**src/rtl/irr_pkg.sv**
```systemverilog
// Shared definitions for the irrigation scheduler.
//   ch_state_e  : per-channel valve state (IDLE -> WATER -> SOAK)
//   DEF_*       : default parameter values used by the modules
//   popcount    : number of set bits in a vector (up to 32 bits)
package irr_pkg;

  typedef enum logic [1:0] {
    IDLE  = 2'd0,
    WATER = 2'd1,
    SOAK  = 2'd2
  } ch_state_e;

  localparam int DEF_N_CH         = 4;
  localparam int DEF_DW           = 8;
  localparam int DEF_TICK_DIV     = 16;
  localparam int DEF_MAX_ON_TICKS = 8;
  localparam int DEF_SOAK_TICKS   = 4;
  localparam int DEF_MAX_ACTIVE   = 2;

  function automatic int popcount(input logic [31:0] v);
    int n;
    n = 0;
    for (int i = 0; i < 32; i++) begin
      n += int'(v[i]);
    end
    return n;
  endfunction

endpackage

```
**src/rtl/irr_channel_fsm.sv**
```systemverilog
// One irrigation channel: hysteresis valve control with watering timeout,
// post-watering soak lockout and a sticky timeout fault.
//
// Ports:
//   clk, rst_n          : clock, asynchronous active-low reset
//   ena                 : global enable; low sends the channel to IDLE
//   tick                : one-cycle timer tick from the shared prescaler
//   grant               : start permission from the arbiter (only honoured
//                         while request is high)
//   fault_clr           : clears the fault flag on the next edge
//   moist               : registered moisture value of this channel
//   low_thr, high_thr   : start / stop thresholds
//   state               : current state (ch_state_e encoding), also debug view
//   request             : channel wants to start watering this edge
//   leaving             : channel is in WATER and leaves it this edge
//   fault               : sticky timeout flag
module irr_channel_fsm
  import irr_pkg::*;
#(
  parameter int DW           = DEF_DW,
  parameter int MAX_ON_TICKS = DEF_MAX_ON_TICKS,
  parameter int SOAK_TICKS   = DEF_SOAK_TICKS,
  parameter int TMR_W        = 4
) (
  input  logic          clk,
  input  logic          rst_n,
  input  logic          ena,
  input  logic          tick,
  input  logic          grant,
  input  logic          fault_clr,
  input  logic [DW-1:0] moist,
  input  logic [DW-1:0] low_thr,
  input  logic [DW-1:0] high_thr,
  output logic [1:0]    state,
  output logic          request,
  output logic          leaving,
  output logic          fault
);

  ch_state_e        state_q, state_d;
  logic [TMR_W-1:0] timer_q, timer_d;
  logic             fault_q, fault_d;
  logic             wet;
  logic             timeout;

  assign wet     = (moist >= high_thr);
  // Timeout is checked before the normal stop so it wins when both hold.
  assign timeout = (state_q == WATER) && tick &&
                   (timer_q == TMR_W'(MAX_ON_TICKS - 1));
  assign request = ena && (state_q == IDLE) && (moist < low_thr) && !fault_q;
  assign leaving = (state_q == WATER) && (!ena || timeout || wet);

  always_ff @(posedge clk or negedge rst_n) begin
    if (!rst_n) begin
      state_q <= IDLE;
      timer_q <= '0;
      fault_q <= 1'b0;
    end else begin
      state_q <= state_d;
      timer_q <= timer_d;
      fault_q <= fault_d;
    end
  end

  always_comb begin
    state_d = state_q;
    timer_d = timer_q;
    fault_d = fault_q;
    if (fault_clr) begin
      fault_d = 1'b0;
    end
    if (!ena) begin
      state_d = IDLE;
      timer_d = '0;
    end else begin
      case (state_q)
        IDLE: begin
          if (grant && request) begin
            state_d = WATER;
            timer_d = '0;
          end
        end
        WATER: begin
          if (timeout) begin
            state_d = SOAK;
            timer_d = '0;
            fault_d = 1'b1;   // overrides a simultaneous fault_clr
          end else if (wet) begin
            state_d = SOAK;
            timer_d = '0;
          end else if (tick) begin
            timer_d = timer_q + TMR_W'(1);
          end
        end
        SOAK: begin
          if (tick) begin
            if (timer_q == TMR_W'(SOAK_TICKS - 1)) begin
              state_d = IDLE;
              timer_d = '0;
            end else begin
              timer_d = timer_q + TMR_W'(1);
            end
          end
        end
        default: begin
          state_d = IDLE;
          timer_d = '0;
        end
      endcase
    end
  end

  assign state = state_q;
  assign fault = fault_q;

endmodule

```
**src/rtl/irrigation_scheduler.sv**
```systemverilog
// N-channel irrigation controller.
// Holds the latest moisture sample per channel, a shared tick prescaler,
// one hysteresis FSM per channel and a start arbiter that limits how many
// valves are open at once.
//
// Ports:
//   clk, rst_n     : clock, asynchronous active-low reset
//   ena            : global enable; low forces every channel to IDLE
//   sample_valid   : sample strobe
//   sample_ch      : channel index of the sample (>= N_CH is ignored)
//   sample_data    : moisture value (higher = wetter)
//   low_thr        : start watering when moisture < low_thr
//   high_thr       : stop watering when moisture >= high_thr
//   fault_clr      : clears all fault flags on the next edge
//   valve          : valve drive per channel, 1 = open
//   fault          : sticky timeout flag per channel
//   active_cnt     : number of channels currently watering
//
// Handshake: a sample is accepted on every rising edge where sample_valid
// is high; there is no backpressure, so the source never waits.
module irrigation_scheduler
  import irr_pkg::*;
#(
  parameter int N_CH         = DEF_N_CH,
  parameter int DW           = DEF_DW,
  parameter int TICK_DIV     = DEF_TICK_DIV,
  parameter int MAX_ON_TICKS = DEF_MAX_ON_TICKS,
  parameter int SOAK_TICKS   = DEF_SOAK_TICKS,
  parameter int MAX_ACTIVE   = DEF_MAX_ACTIVE,
  parameter int CH_W         = (N_CH > 1) ? $clog2(N_CH) : 1,
  parameter int CNT_W        = $clog2(N_CH + 1)
) (
  input  logic             clk,
  input  logic             rst_n,
  input  logic             ena,
  input  logic             sample_valid,
  input  logic [CH_W-1:0]  sample_ch,
  input  logic [DW-1:0]    sample_data,
  input  logic [DW-1:0]    low_thr,
  input  logic [DW-1:0]    high_thr,
  input  logic             fault_clr,
  output logic [N_CH-1:0]  valve,
  output logic [N_CH-1:0]  fault,
  output logic [CNT_W-1:0] active_cnt
);

  localparam int PS_W  = $clog2(TICK_DIV);
  localparam int T_MAX = (MAX_ON_TICKS > SOAK_TICKS) ? MAX_ON_TICKS : SOAK_TICKS;
  localparam int TMR_W = $clog2(T_MAX + 1);

  logic [DW-1:0]    moist_q [N_CH];
  logic [PS_W-1:0]  presc_q;
  logic             tick;
  logic [1:0]       ch_state [N_CH];
  logic [N_CH-1:0]  request;
  logic [N_CH-1:0]  leaving;
  logic [N_CH-1:0]  grant;
  logic [N_CH-1:0]  water;
  logic [N_CH-1:0]  staying;
  logic [N_CH-1:0]  water_next;
  logic [N_CH-1:0]  fault_w;
  logic [CNT_W-1:0] active_cnt_q;

  // Latest sample per channel. Indices with no matching channel simply
  // match nothing, which drops out-of-range samples.
  always_ff @(posedge clk or negedge rst_n) begin
    if (!rst_n) begin
      for (int i = 0; i < N_CH; i++) begin
        moist_q[i] <= '1;
      end
    end else if (sample_valid) begin
      for (int i = 0; i < N_CH; i++) begin
        if (sample_ch == CH_W'(i)) begin
          moist_q[i] <= sample_data;
        end
      end
    end
  end

  // Free-running tick prescaler, independent of ena.
  always_ff @(posedge clk or negedge rst_n) begin
    if (!rst_n) begin
      presc_q <= '0;
    end else if (presc_q == PS_W'(TICK_DIV - 1)) begin
      presc_q <= '0;
    end else begin
      presc_q <= presc_q + PS_W'(1);
    end
  end

  assign tick = (presc_q == PS_W'(TICK_DIV - 1));

  for (genvar g = 0; g < N_CH; g++) begin : g_ch
    irr_channel_fsm #(
      .DW           (DW),
      .MAX_ON_TICKS (MAX_ON_TICKS),
      .SOAK_TICKS   (SOAK_TICKS),
      .TMR_W        (TMR_W)
    ) u_fsm (
      .clk       (clk),
      .rst_n     (rst_n),
      .ena       (ena),
      .tick      (tick),
      .grant     (grant[g]),
      .fault_clr (fault_clr),
      .moist     (moist_q[g]),
      .low_thr   (low_thr),
      .high_thr  (high_thr),
      .state     (ch_state[g]),
      .request   (request[g]),
      .leaving   (leaving[g]),
      .fault     (fault_w[g])
    );
    assign water[g] = (ch_state[g] == WATER);
  end

  // Channels that remain in WATER after this edge occupy slots; a channel
  // leaving this edge frees its slot for a requester on the same edge.
  assign staying = water & ~leaving;

  // Fixed-priority grant: lowest index first until the free slots run out.
  always_comb begin
    int slots;
    grant = '0;
    slots = MAX_ACTIVE - popcount(32'(staying));
    for (int i = 0; i < N_CH; i++) begin
      if (request[i] && (slots > 0)) begin
        grant[i] = 1'b1;
        slots    = slots - 1;
      end
    end
  end

  assign water_next = staying | grant;

  // Registered so it changes on the same edge as the valves.
  always_ff @(posedge clk or negedge rst_n) begin
    if (!rst_n) begin
      active_cnt_q <= '0;
    end else begin
      active_cnt_q <= CNT_W'(popcount(32'(water_next)));
    end
  end

  assign valve      = water;
  assign fault      = fault_w;
  assign active_cnt = active_cnt_q;

endmodule

```
**config.mk**
```make
export PLATFORM = sky130hd
export DESIGN_NAME = irrigation_scheduler
export DESIGN_NICKNAME = d
export VERILOG_FILES = /design/src/rtl/irr_pkg.sv /design/src/rtl/irr_channel_fsm.sv /design/src/rtl/irrigation_scheduler.sv
export SDC_FILE = /design/constraint.sdc
export NUM_CORES = 1
export LEC_CHECK = 0
export CAP_MARGIN = 20
export CORE_MARGIN = 4
export CORE_UTILIZATION = 60
export DETAILED_ROUTE_END_ITERATION = 10
export HOLD_SLACK_MARGIN = 0.12
export PLACE_DENSITY_LB_ADDON = 0.25
export SETUP_SLACK_MARGIN = 0.15
export SKIP_LAST_GASP = 1
export SLEW_MARGIN = 25
export SYNTH_ARGS = -nofsm -noshare
export SYNTH_HDL_FRONTEND = slang
export SYNTH_SLANG_ARGS = --single-unit
```
**constraint.sdc**
```tcl
create_clock -name clk -period 9 [get_ports clk]
set_clock_uncertainty 0.05 [all_clocks]
set_input_delay 1.8 -clock clk [delete_from_list [all_inputs] [get_ports clk]]
set_output_delay 1.8 -clock clk [all_outputs]
set_load 0.03 [all_outputs]
```
==> impl_summary.log <==
INFO  metric finalCritPeriodShare = 97.2%
INFO  metric max-clock-path-buffers = 2
INFO  metric worstHoldPathType = reg2reg
INFO  metric vdd.ir_drop.worst = 0.206 mV
INFO  metric outcome = finished clean
INFO  metric cp_data_required_time = 9.19 ns
INFO  metric yosys.cell_types.count = 71
INFO  metric commonest_non_fill_non_tap_cells_in_the_layout = ha_1, inv_1, buf_4
INFO  metric postSynthRegisterBits = 67
INFO  metric pwr_density_cell = 302 mW/mm2
INFO  metric report.final.slew_viol_count = 0
INFO  metric cts_tree = yes
INFO  metric post_route_cells_drive_above_1_share = 26.8%
INFO  metric detail_route.drc_violations = 0
INFO  metric synthToLayoutAreaGrowth = 23.1%
INFO  metric overall_power = 1.99 mW
INFO  metric via_density_per_instance = 6.21
INFO  metric r2r-start = moist_q[16]
INFO  metric routabilityCongestion = 0.894
INFO  metric tritoncts.num_buffers = 9
INFO  metric path_common_cell = a21o_1
INFO  metric post_synth_mux_area_share = 7.89%
INFO  metric total_die_area = 0.0105 mm2
INFO  metric r2r_cells = 38
INFO  metric worstReg2RegEnd = active_cnt[1]
INFO  metric synth_cells = 538
INFO  metric row_count = 34
INFO  metric max_capacitance_violation_count = 0
INFO  metric slowest_stage = fa_1
INFO  metric post_synth.cell_area_avg = 9.96 um2
INFO  metric drt_first_pass_iters = 7
INFO  metric slew-limit-headroom = 38.4%
INFO  metric detailedRoute.firstIterationViolations = 259
INFO  metric static-leakage-power = 3.07 nW
INFO  metric num_antenna_cells = 0
INFO  metric first_global_vias = 4,555
INFO  metric grt_pass1_wl = 21,500 um
INFO  metric yosysTopAreaCellShare = 22.2%
INFO  metric report.final.setup_viol = 0
INFO  metric mappedNetlistNets = 667
INFO  metric whs_path_depth = 1
INFO  metric area_fraction_in_compound_gates_after_synthesis = 17.6%
INFO  metric worst_setup_slack_for_register_to_register_paths = 1.23 ns
INFO  metric cts-htree-levels = 3
INFO  metric layout.area.seq = 0.00172 mm2
INFO  metric grt_antenna_before_repair = 0
INFO  metric later_pin_clock_latency_in_the_skew_report = 0.35 ns
INFO  metric number_of_nets_in_the_finished_design = 750
INFO  metric hpwl = 10,000 um
INFO  metric synth-edff-count = 0
INFO  metric cts-root-buf = clkbuf_8
INFO  metric final_setup_slack_of_the_worst_path = 0.250 ns
INFO  metric worst-path-buf-inv = 4
INFO  metric startpoint_type = input pin
INFO  metric yosys_most_used_dff = dfrtp_1
INFO  metric synth-warning-count = 0
INFO  metric xor_xnor_share_of_the_synthesized_area = 0.490%
INFO  metric hold-path-endpoint = presc_q[0]
INFO  metric layout.core_utilization = 75.6%
INFO  metric number_of_port_buffers = 41
INFO  metric ys_async_sr_fraction = 100%
INFO  metric clk_pin_slew = 0.08 ns
INFO  metric synth_simple_gate_area_share = 14.2%
INFO  metric ioPinCount = 42
INFO  metric synthDominantAreaCellType = ha_1
INFO  metric dominant_combinational_cell_family_by_area_after_synthesis = adder cells
INFO  metric die_w = 102 um
INFO  metric grt_usage = 26.0%
INFO  metric multiInputGateArea = 0.00360 mm2
INFO  metric route.detailed.wl_per_inst = 18.7 um
INFO  metric maximum_fanout_along_the_worst_path = 5
INFO  metric nFillCells = 572
INFO  metric transition_at_the_pin_with_the_smallest_max_transition_slack = 0.912 ns
INFO  metric timing.critical_path.max_delay_family = compound AO/OA/AOI/OAI gates
INFO  metric synthTopCellsByArea = ha_1, dfrtp_1, dfstp_2, mux2_2, inv_1
INFO  metric synth_adder_area_share = 23.3%
INFO  metric via_count = 4,557
INFO  metric crit_type = in2reg
INFO  metric postRouteAntennaNets = 0
INFO  metric hp-start = presc_q[0]
INFO  metric mostFrequentLayoutCell = ha_1
INFO  metric ys_seq_area_share = 32.0%
INFO  metric dp_worst_setup_slack = -0.369 ns
INFO  metric grt-ovfl-total = 0
INFO  metric achievable-frequency = 0.114 GHz
INFO  metric placement.cell_area = 0.00612 mm2
INFO  metric timing.critical_path.arrival = 8.94 ns
INFO  metric element_type_at_the_critical_path_end = flop
INFO  metric design_area = 0.00659 mm2
INFO  metric start_util = 61.4%
INFO  metric dieHeight = 102 um
INFO  metric final.min_clock_period = 8.75 ns
INFO  metric pin_count_of_the_biggest_net_entering_global_routing = 68
INFO  metric clock_sinks = 67
INFO  metric worst_path_largest_cell_delay = 0.45 ns
INFO  metric wirelength = 13,700 um
INFO  metric synth_area = 0.00536 mm2
INFO  metric placeableCoreArea = 0.00872 mm2
INFO  metric final-hold-violation-count = 0
where the power goes:
part / total (mW) / switching [mW] / internal [mW]
Sequential: 0.417 / 0.0432 / 0.374
Clock: 0.288 / 0.126 / 0.161
Combinational: 1.29 / 0.657 / 0.631
Total: 1.99 / 0.826 / 1.17
how the worst max path moves through the flow:
stage          cells after the start   startpoint            end  slack [ns]
2_1_floorplan                     38  high_thr[0]  active_cnt[1]        0.17
3_3_place_gp                      38  high_thr[0]  active_cnt[1]       -0.06
3_5_place_dp                      39  high_thr[0]  active_cnt[1]       -0.37
4_1_cts                           39  high_thr[1]  active_cnt[1]        0.16
5_1_grt                           38  high_thr[0]  active_cnt[1]       -0.06
6_report                          38  high_thr[0]  active_cnt[1]        0.25
cell families (layout without fill, tap and decap cells):
family	after synthesis	in the layout
xor gates and xnor gates	3	3
adders and majority gates	98	98
and+or+nand+nor	143	143
buffers and inverters	59	147
AOI/OAI and AO/OA	130	130
DFF	67	67
muxes	38	38
cells in the mapped netlist, types with 7 or more instances:
library cell and instances:
nand3_1 20, o211ai_1 15, mux2_2 32, ha_1 95, dfstp_2 32, nor2_1 20
or3_1 7, nand2_1 40, nand2b_1 13, o21ai_0 31, a21o_1 18, inv_1 48
a21oi_1 16, dfrtp_1 35
metrics by stage:
stage	hold WS [ns]	std cells	setup TNS [ns]
after floorplan	0.403	538	0
after global placement	0.417	710	-0.0657
after detailed placement	0.443	710	-1.71
after CTS	0.455	727	0
after global routing	0.482	734	-0.0575
final	0.456	734	0
final cells by class:
type / instances / share of cell area (%)
Tap cell: 108 / 2.05
Clock buffer: 12 / 2.68
Sequential cell: 67 / 26.0
Timing Repair Buffer: 83 / 11.1
Clock inverter: 4 / 0.797
Inverter: 48 / 2.73
Multi-Input combinational cell: 412 / 54.6
per-layer routing:
| metal | up-vias | share of wire [%] | GRT usage, % |
|---|---|---|---|
| li1 | 2134 | - | - |
| met1 | 2260 | 44 | 36.8 |
| met2 | 145 | 49 | 42.5 |
| met3 | 18 | 5.4 | 3.86 |
| met4 | 0 | 0.99 | 5.65 |
| met5 | - | 0 | 0 |
flip-flops by register name (all words and copies together), names as in the netlist:
| register | cells |
|---|---|
| active_cnt | 3 |
| g_ch.u_fsm.fault | 4 |
| g_ch.u_fsm.state | 8 |
| g_ch.u_fsm.timer_q | 16 |
| moist_q | 32 |
| presc_q | 4 |
worst reg2reg max path: cells and delay by family, from the launching register on:
kind            cells  cell delay, ns
buf+inv             4            0.25
simple gates       12            1.86
fa+ha+maj           9            2.32
mux                 1            0.25
flops               1            0.55
compound gates     12            2.41
timing repair:
action | 4_1_cts | 5_1_grt
hold buffers | 0 | 0
buffers inserted | 1 | 7
gates resized for setup | 2 | 43
pin swaps | 1 | 24
endpoints found under the setup margin | 5 | 9
Power figures use the tool's default switching activity.
